### config.mk
export PLATFORM = sky130hd
export DESIGN_NAME = tlb_maint_unit
export DESIGN_NICKNAME = d
export VERILOG_FILES = /design/src/rtl/tlb_maint_unit.sv
export SDC_FILE = /design/constraint.sdc
export NUM_CORES = 2
export LEC_CHECK = 0
export ABC_AREA = 1
export BUFFER_PORTS_ARGS = -buffer_cell sky130_fd_sc_hd__buf_2
export CAP_MARGIN = 20
export CORE_MARGIN = 8
export CORE_UTILIZATION = 51
export CTS_BUF_LIST = sky130_fd_sc_hd__clkbuf_2
export CTS_CLUSTER_SIZE = 12
export DETAILED_ROUTE_END_ITERATION = 10
export PLACE_DENSITY = 0.78
export SETUP_SLACK_MARGIN = 0.05
export SLEW_MARGIN = 20
export SYNTH_ARGS = -nofsm -noshare
export SYNTH_HDL_FRONTEND = slang
export SYNTH_SLANG_ARGS = --single-unit
### constraint.sdc
create_clock -name clk -period 153.8 [get_ports clk]
set_clock_uncertainty 0.05 [all_clocks]
set_input_delay 15.38 -clock clk [delete_from_list [all_inputs] [get_ports clk]]
set_output_delay 15.38 -clock clk [all_outputs]
set_load 0.005 [all_outputs]
### src/rtl/tlb_maint_unit.sv
// TLB maintenance unit: owns the shadow copy of every TLB entry, executes
// TLBSRCH/TLBRD/TLBWR/TLBFILL/INVTLB for the commit stage, and mirrors each
// shadow update to the mmu lookup array as a registered one-hot write strobe.

`ifndef _TLB_ENTRY_NUM
`define _TLB_ENTRY_NUM 16
`endif

package tlb_maint_pkg;
   localparam int TLB_NUM_DEFAULT = `_TLB_ENTRY_NUM;

   typedef struct packed {
      logic [18:0] vppn;
      logic        huge_page;
      logic        g;
      logic [9:0]  asid;
      logic        e;
   } tlb_key_t;

   typedef struct packed {
      logic [19:0] ppn;
      logic [1:0]  plv;
      logic [1:0]  mat;
      logic        d;
      logic        v;
   } tlb_data_t;

   typedef struct packed {
      tlb_key_t  key;
      tlb_data_t data0;
      tlb_data_t data1;
   } tlb_entry_t;

   typedef struct packed {
      logic [TLB_NUM_DEFAULT-1:0] tlb_write_req;
      tlb_entry_t                 tlb_write_entry;
   } tlb_write_req_t;
endpackage

module tlb_maint_unit #(
   parameter int TLB_ENTRY_NUM = `_TLB_ENTRY_NUM,
   localparam int IDX_W = $clog2(TLB_ENTRY_NUM)
) (
   input  logic                         clk,
   input  logic                         rst,
   input  logic                         req_valid,
   output logic                         req_ready,
   input  logic [2:0]                   req_op,
   input  logic [4:0]                   inv_op,
   input  logic [9:0]                   inv_asid,
   input  logic [31:0]                  inv_va,
   input  logic [IDX_W-1:0]             csr_index,
   input  logic [18:0]                  csr_vppn,
   input  logic [9:0]                   csr_asid,
   input  tlb_maint_pkg::tlb_entry_t    csr_entry,
   output logic                         resp_valid,
   output logic                         resp_err,
   output logic                         srch_hit,
   output logic [IDX_W-1:0]             srch_index,
   output tlb_maint_pkg::tlb_entry_t    rd_entry,
   output tlb_maint_pkg::tlb_write_req_t tlb_write_req_o
);
   import tlb_maint_pkg::tlb_entry_t;

   localparam logic [2:0] OP_SRCH = 3'd0;
   localparam logic [2:0] OP_RD   = 3'd1;
   localparam logic [2:0] OP_WR   = 3'd2;
   localparam logic [2:0] OP_FILL = 3'd3;
   localparam logic [2:0] OP_INV  = 3'd4;

   typedef enum logic [1:0] {IDLE, EXEC, SCAN, DONE} state_t;

   state_t                   state, state_nx;
   tlb_entry_t               shadow [TLB_ENTRY_NUM];
   logic [IDX_W-1:0]         fill_ptr;
   logic [IDX_W-1:0]         scan_cnt;
   logic [4:0]               inv_op_q;
   logic [9:0]               inv_asid_q;
   logic [18:0]              inv_vppn_q;

   logic                     accept;
   logic                     inv_legal;
   logic [4:0]               cur_op;
   logic [9:0]               cur_asid;
   logic [18:0]              cur_vppn;
   logic [IDX_W-1:0]         cur_idx;
   tlb_entry_t               cur_ent;
   logic                     inv_hit;
   logic                     scan_active;
   logic                     wr_en;
   logic [IDX_W-1:0]         wr_idx;
   tlb_entry_t               wr_entry;
   logic [TLB_ENTRY_NUM-1:0] wr_onehot;
   logic                     srch_hit_c;
   logic [IDX_W-1:0]         srch_idx_c;
   logic                     unused_va;

   // Huge pages only compare the upper ten vppn bits.
   function automatic logic vppn_match(input tlb_entry_t ent, input logic [18:0] vppn);
      if (ent.key.huge_page) return ent.key.vppn[18:9] == vppn[18:9];
      return ent.key.vppn == vppn;
   endfunction

   assign req_ready = (state == IDLE);
   assign accept    = req_valid && req_ready;
   assign inv_legal = (inv_op <= 5'd6);
   assign unused_va = ^inv_va[12:0];

   // Evaluates the INVTLB predicate for the entry being scanned; entry 0 is scanned on the accept edge using live operands.
   always_comb begin
      cur_op   = inv_op_q;
      cur_asid = inv_asid_q;
      cur_vppn = inv_vppn_q;
      cur_idx  = scan_cnt;
      if (state == IDLE) begin
         cur_op   = inv_op;
         cur_asid = inv_asid;
         cur_vppn = inv_va[31:13];
         cur_idx  = '0;
      end
      cur_ent = shadow[cur_idx];
      inv_hit = 1'b0;
      case (cur_op)
         5'd0, 5'd1: inv_hit = 1'b1;
         5'd2:       inv_hit = cur_ent.key.g;
         5'd3:       inv_hit = !cur_ent.key.g;
         5'd4:       inv_hit = !cur_ent.key.g && (cur_ent.key.asid == cur_asid);
         5'd5:       inv_hit = !cur_ent.key.g && (cur_ent.key.asid == cur_asid) && vppn_match(cur_ent, cur_vppn);
         5'd6:       inv_hit = (cur_ent.key.g || (cur_ent.key.asid == cur_asid)) && vppn_match(cur_ent, cur_vppn);
         default:    inv_hit = 1'b0;
      endcase
      scan_active = (accept && (req_op == OP_INV) && inv_legal) || (state == SCAN);
   end

   // Selects the single shadow write for this edge: WR, FILL, or an INVTLB clear of a valid matching entry.
   always_comb begin
      wr_en    = 1'b0;
      wr_idx   = '0;
      wr_entry = '0;
      if (accept && (req_op == OP_WR)) begin
         wr_en    = 1'b1;
         wr_idx   = csr_index;
         wr_entry = csr_entry;
      end else if (accept && (req_op == OP_FILL)) begin
         wr_en    = 1'b1;
         wr_idx   = fill_ptr;
         wr_entry = csr_entry;
      end else if (scan_active && inv_hit && cur_ent.key.e) begin
         wr_en           = 1'b1;
         wr_idx          = cur_idx;
         wr_entry        = cur_ent;
         wr_entry.key.e  = 1'b0;
      end
      wr_onehot = '0;
      if (wr_en) wr_onehot = TLB_ENTRY_NUM'(1) << wr_idx;
   end

   // Associative search over the shadow; scanning downwards lets the lowest matching index win.
   always_comb begin
      srch_hit_c = 1'b0;
      srch_idx_c = '0;
      for (int i = TLB_ENTRY_NUM - 1; i >= 0; i--) begin
         if (shadow[i].key.e && (shadow[i].key.g || (shadow[i].key.asid == csr_asid)) &&
             vppn_match(shadow[i], csr_vppn)) begin
            srch_hit_c = 1'b1;
            srch_idx_c = IDX_W'(i);
         end
      end
   end

   // Next-state: INVTLB with a legal op walks every entry, everything else completes in one cycle.
   always_comb begin
      state_nx = state;
      case (state)
         IDLE: if (req_valid) state_nx = ((req_op == OP_INV) && inv_legal) ? SCAN : EXEC;
         EXEC: state_nx = IDLE;
         SCAN: if (scan_cnt == IDX_W'(TLB_ENTRY_NUM - 1)) state_nx = DONE;
         DONE: state_nx = IDLE;
         default: state_nx = IDLE;
      endcase
   end

   // State register.
   always_ff @(posedge clk or posedge rst) begin
      if (rst) state <= IDLE;
      else     state <= state_nx;
   end

   // Free-running fill pointer used as the TLBFILL victim index.
   always_ff @(posedge clk or posedge rst) begin
      if (rst) fill_ptr <= '0;
      else     fill_ptr <= fill_ptr + 1'b1;
   end

   // Shadow update, registered mmu strobe, response pulse and operand capture.
   always_ff @(posedge clk or posedge rst) begin
      if (rst) begin
         for (int i = 0; i < TLB_ENTRY_NUM; i++) shadow[i] <= '0;
         scan_cnt        <= '0;
         inv_op_q        <= '0;
         inv_asid_q      <= '0;
         inv_vppn_q      <= '0;
         resp_valid      <= 1'b0;
         resp_err        <= 1'b0;
         srch_hit        <= 1'b0;
         srch_index      <= '0;
         rd_entry        <= '0;
         tlb_write_req_o <= '0;
      end else begin
         resp_valid      <= 1'b0;
         resp_err        <= 1'b0;
         srch_hit        <= 1'b0;
         srch_index      <= '0;
         rd_entry        <= '0;
         tlb_write_req_o <= '0;
         if (wr_en) begin
            shadow[wr_idx]                  <= wr_entry;
            tlb_write_req_o.tlb_write_req   <= wr_onehot;
            tlb_write_req_o.tlb_write_entry <= wr_entry;
         end
         if (state == SCAN) scan_cnt <= scan_cnt + 1'b1;
         if (state == DONE) resp_valid <= 1'b1;
         if (accept) begin
            case (req_op)
               OP_SRCH: begin
                  resp_valid <= 1'b1;
                  srch_hit   <= srch_hit_c;
                  srch_index <= srch_idx_c;
               end
               OP_RD: begin
                  resp_valid <= 1'b1;
                  if (shadow[csr_index].key.e) rd_entry <= shadow[csr_index];
               end
               OP_WR, OP_FILL: resp_valid <= 1'b1;
               OP_INV: begin
                  if (inv_legal) begin
                     inv_op_q   <= inv_op;
                     inv_asid_q <= inv_asid;
                     inv_vppn_q <= inv_va[31:13];
                     scan_cnt   <= IDX_W'(1);
                  end else begin
                     resp_valid <= 1'b1;
                     resp_err   <= 1'b1;
                  end
               end
               default: begin
                  resp_valid <= 1'b1;
                  resp_err   <= 1'b1;
               end
            endcase
         end
      end
   end
endmodule

Yosys cells after proc, flatten, opt, wreduce, memory -nomap -nowiden
Index checks and enable logic that the tools add are counted.

Flip-flop bits (word level): 1579. Input port bits: 170. Logic and storage cells: 564.

Shifts and indexed selects: 1. Multiplexer cells: 134. $lt $le $gt $ge: 5. Reductions and logical operators: 71. Eq/ne operators: 67. Bitwise gates (word level): 3. $add $sub $neg: 2.

Operator list (count): bitwise mux 1344 bit (1); 2-to-1 mux 84 bit (11); binary-select mux 84 bit (select 4 bit) (2); == test 10 bit (34); demux 84 bit (select 4 bit) (1); == test 19 bit (17); 2-to-1 mux 4 bit (26); 2-to-1 mux 100 bit (1); 2-to-1 mux 1 bit (83); logical AND 1 bit (44); 2-to-1 mux 19 bit (1); logical OR 1 bit (18); left shift 1 x 4 -> 16 bit, first input constant (1); == test 5 x 3 -> 1 bit, second input constant (3); greater-or-equal comparator 5 bit, second input constant (3); NOT 4 -> 5 bit (3); == test 5 x 2 -> 1 bit, second input constant (2); 2-to-1 mux 10 bit (1); adder 4 x 1 -> 4 bit, second input constant (2); == test 3 x 2 -> 1 bit, second input constant (2); 2-to-1 mux 2 bit (3); one-hot mux 1 bit (6 select lines) (1); one-hot mux 2 bit (3 select lines) (1); == test 5 x 1 -> 1 bit, second input constant (1); 18 further kinds (21).

Logic depth before layout (Yosys ltp)
Word-level depth: 23. Gate-level depth with buffers: 27. Depth with buffers taken out: 24.

Worst setup path before layout
No wires, ideal clock.

Path kind: in2reg. Start point: input req_op[1]. End point: register shadow[1313] in the netlist's numbering. Setup slack: 135805 ps. Stages: 17. Arrival time: 17829 ps. Buffers on the path: 4. Cell sequence: nor2_1 inv_1 nor4_1 nand3_2 nor2_4 nor2_1 nor4_2 a21boi_2 buf_4 buf_4 nor2_1 inv_1 nand3_1 buf_2 buf_2 nand2_1 nand2_1.

Longest elaborated chain between the ends: 15. Elaborated cells on any way between the ends: 26. Classes of those cells: 2 x order compare; 3 x eq/ne; 12 x mux; 1 x bitwise; 8 x reduce/logical.

RTL lines: start, declared (line 48) `input logic [2:0] req_op,`; == test 3 bit (line 132) `scan_active = (accept && (req_op == OP_INV) && inv_legal) || (state == SCAN);`; logical AND 1 bit (2 in series) (line 132); logical OR 1 bit (line 132); logical AND 1 bit (2 in series) (line 148) `end else if (scan_active && inv_hit && cur_ent.key.e) begin`; 2-to-1 mux 4 bit (line 148); 2-to-1 mux 4 bit (line 144) `end else if (accept && (req_op == OP_FILL)) begin`; 2-to-1 mux 4 bit (line 140) `if (accept && (req_op == OP_WR)) begin`; NOT 4 -> 5 bit (not written as such) (line 217) `shadow[wr_idx] <= wr_entry;`; greater-or-equal comparator 5 bit (not written as such) / less-than comparator 5 x 1 -> 1 bit (equally long branches) (line 217); logical AND 1 bit (not written as such) (line 217); 2-to-1 mux 84 bit (not written as such) (line 217); demux 84 bit (select 4 bit) (line 217); bitwise mux 1344 bit (line 217); end signal, assigned by index (line 217); end, declared (line 74) `tlb_entry_t shadow [TLB_ENTRY_NUM];`.

Several ways; a longest one is shown, not always the timed one. A chain may end at the register's enable or synchronous reset.

Worst setup path in the final report
Start point: input req_op[1]. End point: register shadow[398] in the netlist's numbering.

Same word-level chain as after synthesis.

==> flow_results.org <==
** CTS
- Clock tree sinks :: 1579
- Clock tree synthesis inserted a total of 430 buffers.
- CTS built an H-tree with a depth of 5.
- For the worst-skew pair, the clock arrives at the later sink with an insertion delay of 2.00 ns.
- The clock passes through at most 4 buffers.
- Number of gates resized after cts :: 0
- Clock tree synthesis selected as its root buffer the cell sky130_fd_sc_hd__clkbuf_2.
- Clock transition at the registers of the reported paths :: 0.09 ns
- Clock tree from TritonCTS :: built
- After clock tree synthesis, the setup repair step added 0 buffers.
- Buffers inserted to repair hold after CTS numbered 0.

** Finish
- After the last flow step, the layout net total stands at 11600.
- Total area of multi-input combinational cells :: between 0.04 and 0.05 mm2
- Share of post-route cells with drive strength above 1 :: 11.1%
- After filler insertion, the fill cell instance count of the layout stands at 16100.
- Compared with the post-synthesis result, the final layout area differs by 6.01%.
- FF/Latch Area :: 0.0395 mm2

** Job
- The tool flagged a number of max-cap violations equal to 0.

** Timing
- Part of the cycle the worst path needs :: 12.5%
- Rel. slew slack :: just under 3%
- Setup violations remaining at the end of the flow were counted as 0.
- Transition time at the pin with the least slew margin :: between 1 and 1.5 ns
- The final count of pins violating max slew is 0.
- The clock period could shrink to 19.28 ns.
- The number of failing hold endpoints at the final stage came to 0.
- Max Fclk :: approximately 52 MHz
- Setup repair after global routing left no endpoint under its margin.
- After routing, the total negative slack on setup checks comes to 0 ns.

** Floorplan
- Horizontal extent of the die :: 430 um
- Number of top-level pins :: between 300 and 400
- Height of the chip :: 430 um
- Effective utilization at floorplan :: 51.2%
- The region available for standard cell placement spans 0.171 mm2.
- The floorplan step defined a die boundary enclosing 0.185 mm2.
- The floorplan has around 150 rows.

** Pwr
- For this design the ratio of total power to cell area is 10.3 mW/mm2.
- Across the VDD grid, the largest voltage drop is 0.0000105 V.
- Pleak :: between 40 and 50 nW
- The completed layout was analyzed and its total power is about 0.95 mW.

** Synth
- Cells after Synth :: between 10000 and 15000
- The synthesized design devotes to its leading area cell type 45.2% of total area.
- In this run, synthesis inferred 0 flip-flops with an integrated enable.
- After synthesis, the cell types taking the most area are sky130_fd_sc_hd__dfrtp_1 (45%), sky130_fd_sc_hd__nand2_1 (12%), sky130_fd_sc_hd__o21ai_0 (9.7%).
- Sequential fraction of the synthesis area :: 45.2%
- Number of flip-flops and latches in the synthesized netlist :: 1579
- The number of nets handed over by synthesis was 11700.
- For this run, asynchronously set or reset flops after synthesis account for 100%.
- Yosys printed 0 warnings.
- Cell area after technology mapping :: 0.0875 mm2
- Number of library cell types mapped by synthesis :: 58
- For this run, the leading register cell type out of synthesis is sky130_fd_sc_hd__dfrtp_1.
- Dominant cell type by area after synthesis :: sky130_fd_sc_hd__dfrtp_1
- Synthesized area per cell :: between 7 and 8 um2

** Drt
- For this block, the initial DRC count from the detailed router was between 15000 and 20000.
- Routed wire per std cell :: 24.8 um
- Before antenna repair, the detailed router went through 11 iterations.
- Post-route DRC violation count :: 2
- Number of routed nets with antenna violations :: 0
- Via count :: 90400
- The final layout contains routed wiring with a total length of 345000 um.
- Number of vias per cell after detailed routing :: 6.48

** Status
- Violations in the final reports :: DRC
- Run status :: finished with violations

** Worst setup path
- The worst setup path is of the input port to flop kind.
- In this run the worst path has a maximum fanout of 52.
- Kind of capture point of the worst setup path :: flop
- Data required time at the worst endpoint :: 155.51 ns
- Data arrives at the worst endpoint at 20.98 ns.
- STA classifies the critical path startpoint as an input port.

** Global routing
- In the global route stage, overall resource usage came out at between 30 and 40%.
- Pin count of the biggest net entering global routing :: 210
- Global routing met1 resource utilization :: 46.7%
- The via count of the first global-routing pass came to 84800.
- The layer flagged by global routing as most heavily used is met2.
- Global routing consumed, on the met3 layer, between 10% and 20% of the routing resources.
- Met2 track demand over resource :: ~51%
- The first global-routing pass estimated 516000 um of wire.
- Congestion Overflow GR :: 0
- Initial antenna violation count :: 16

** Placement
- The wire-length estimate of the detail-placed layout is 198000 um.
- Routability-driven placement finished with a final weighted congestion of 1.01.
- In this run the tool buffered the top-level ports with 348 buffer cells.

** Min path
- Class of the tightest hold or removal check :: flop to flop
## layout by cell type (no fill, tap or decap), types with 12 or more instances in the layout
cell type                   synthesis  final
sky130_fd_sc_hd__a21oi_1          487    487
sky130_fd_sc_hd__a221o_1           42     42
sky130_fd_sc_hd__a221oi_1         122    122
sky130_fd_sc_hd__a311oi_1          52     52
sky130_fd_sc_hd__a31oi_1          113    113
sky130_fd_sc_hd__buf_2            265    344
sky130_fd_sc_hd__buf_4             13    114
sky130_fd_sc_hd__clkbuf_2           0    616
sky130_fd_sc_hd__clkinv_1          12     93
sky130_fd_sc_hd__dfrtp_1         1579   1578
sky130_fd_sc_hd__diode_2            0     13
sky130_fd_sc_hd__inv_1            753    749
sky130_fd_sc_hd__inv_2             36     37
sky130_fd_sc_hd__nand2_1         2737   2732
sky130_fd_sc_hd__nand3_1          751    749
sky130_fd_sc_hd__nand4_1           31     31
sky130_fd_sc_hd__nor2_1           400    397
sky130_fd_sc_hd__nor2_4             8     12
sky130_fd_sc_hd__nor3_1            25     25
sky130_fd_sc_hd__nor4_1            59     59
sky130_fd_sc_hd__o2111ai_1         19     19
sky130_fd_sc_hd__o211ai_1         365    365
sky130_fd_sc_hd__o21ai_0         1699   1699
sky130_fd_sc_hd__o21ai_1          626    626
sky130_fd_sc_hd__o21ai_2           60     59
sky130_fd_sc_hd__o21bai_1          52     52
sky130_fd_sc_hd__o221ai_1          27     27
sky130_fd_sc_hd__o22ai_1           90     90
sky130_fd_sc_hd__or2_2             46     46
sky130_fd_sc_hd__or3_1             52     52
sky130_fd_sc_hd__xnor2_1           57     57
sky130_fd_sc_hd__xor2_1           130    130
## metal layers
layer | routed length, um | vias up
li1 | - | 39200
met1 | 127000 | 42200
met3 | 51000 | 1585
met5 | 77 | -
met4 | 24400 | 12
met2 | 143000 | 7433
## flip-flops by register name, indices dropped and copies added, names as in the netlist
register / flops
fill_ptr: 4
resp_valid: 1
inv_asid_q: 10
inv_vppn_q: 19
shadow: 1344
state: 2
tlb_write_req_o: 100
scan_cnt: 4
inv_op_q: 5
srch_index: 4
resp_err: 1
rd_entry: 84
srch_hit: 1
## cells in the mapped netlist, types with 70 or more instances
library cell and n:
sky130_fd_sc_hd__nand2_1 2737, sky130_fd_sc_hd__o21ai_0 1699, sky130_fd_sc_hd__dfrtp_1 1579, sky130_fd_sc_hd__inv_1 753
sky130_fd_sc_hd__nand3_1 751, sky130_fd_sc_hd__clkbuf_1 690, sky130_fd_sc_hd__o21ai_1 626, sky130_fd_sc_hd__a21oi_1 487
sky130_fd_sc_hd__nor2_1 400, sky130_fd_sc_hd__o211ai_1 365, sky130_fd_sc_hd__buf_2 265, sky130_fd_sc_hd__xor2_1 130
sky130_fd_sc_hd__a221oi_1 122, sky130_fd_sc_hd__a31oi_1 113, sky130_fd_sc_hd__o22ai_1 90, sky130_fd_sc_hd__buf_1 70
## cell families (layout without fill, tap and decap cells)
family	Yosys count	after routing	synth area share [%]
buffers and inverters	1840	1992	8.34
AO/OA/AOI/OAI	3794	3794	24.8
multiplexers	6	6	0.0687
flip-flops	1579	1579	45.2
AND/OR/NAND/NOR	4150	4150	19.7
XOR/XNOR	187	187	1.87
adder cells (fa/ha/maj)	2	2	0.0286
other	0	13	0
## critical path, cell delays in order
cell                       delay, ns
sky130_fd_sc_hd__buf_2          0.11
sky130_fd_sc_hd__nor2_1         0.09
sky130_fd_sc_hd__inv_1          0.22
sky130_fd_sc_hd__nor4_1         0.53
sky130_fd_sc_hd__nand3_2        0.23
sky130_fd_sc_hd__nor2_4         0.18
sky130_fd_sc_hd__nor2_1         0.20
sky130_fd_sc_hd__nor4_2         0.57
sky130_fd_sc_hd__a21boi_4       0.27
sky130_fd_sc_hd__buf_4          0.58
sky130_fd_sc_hd__buf_4          0.91
sky130_fd_sc_hd__nand3_1        0.50
sky130_fd_sc_hd__o21ai_1        0.51
sky130_fd_sc_hd__inv_1          0.40
sky130_fd_sc_hd__o21ai_1        0.24
## metrics by stage
stage | util (%) | hold WS, ns | std cells | area [um2] | setup slack (ns)
6_report | 54.2 | 0.421 | 14000 | 92700 | 134.53
5_1_grt | 54.2 | 0.442 | 13900 | 92700 | 134.53
4_1_cts | 54.1 | 0.423 | 13900 | 92600 | 134.87
3_5_place_dp | 52.1 | 0.401 | 13200 | 89100 | 132.90
3_3_place_gp | 52.1 | 0.397 | 13200 | 89100 | 133.00
2_1_floorplan | - | 0.384 | 11600 | 87500 | 93.82
## where the power goes
part | internal, mW | total [mW] | switching, mW
logic | 0.0574 | 0.227 | 0.170
clock network | 0.108 | 0.291 | 0.183
registers | 0.425 | 0.437 | 0.0115
total | 0.590 | 0.955 | 0.364
## final cells by class
cell class | instances | area share (%)
Multi-Input combinational cell | 8139 | 44.1
Clock buffer | 616 | 3.33
Clock inverter | 99 | 0.449
Sequential cell | 1579 | 42.6
Tap cell | 2233 | 3.01
Antenna cell | 13 | 0.0351
Timing Repair Buffer | 476 | 3.15
Inverter | 801 | 3.29
## path summary, 6_finish.rpt
kind	start	slack (ns)	depth (start not counted)	end
setup / recovery	req_op[1]	134.53	15	shadow[398]$_DFFE_PP0P_
hold / removal	inv_vppn_q[1]$_DFFE_PP0P_	0.42	2	inv_vppn_q[1]$_DFFE_PP0P_
setup reg to reg	scan_cnt[0]$_DFF_PP0_	144.22	25	shadow[398]$_DFFE_PP0P_
hold reg to reg	inv_vppn_q[1]$_DFFE_PP0P_	0.42	2	inv_vppn_q[1]$_DFFE_PP0P_
max in group asynchronous	rst	135.27	7	shadow[97]$_DFFE_PP0P_
min in group asynchronous	rst	13.57	2	shadow[306]$_DFFE_PP0P_
Power figures use the tool's default switching activity.
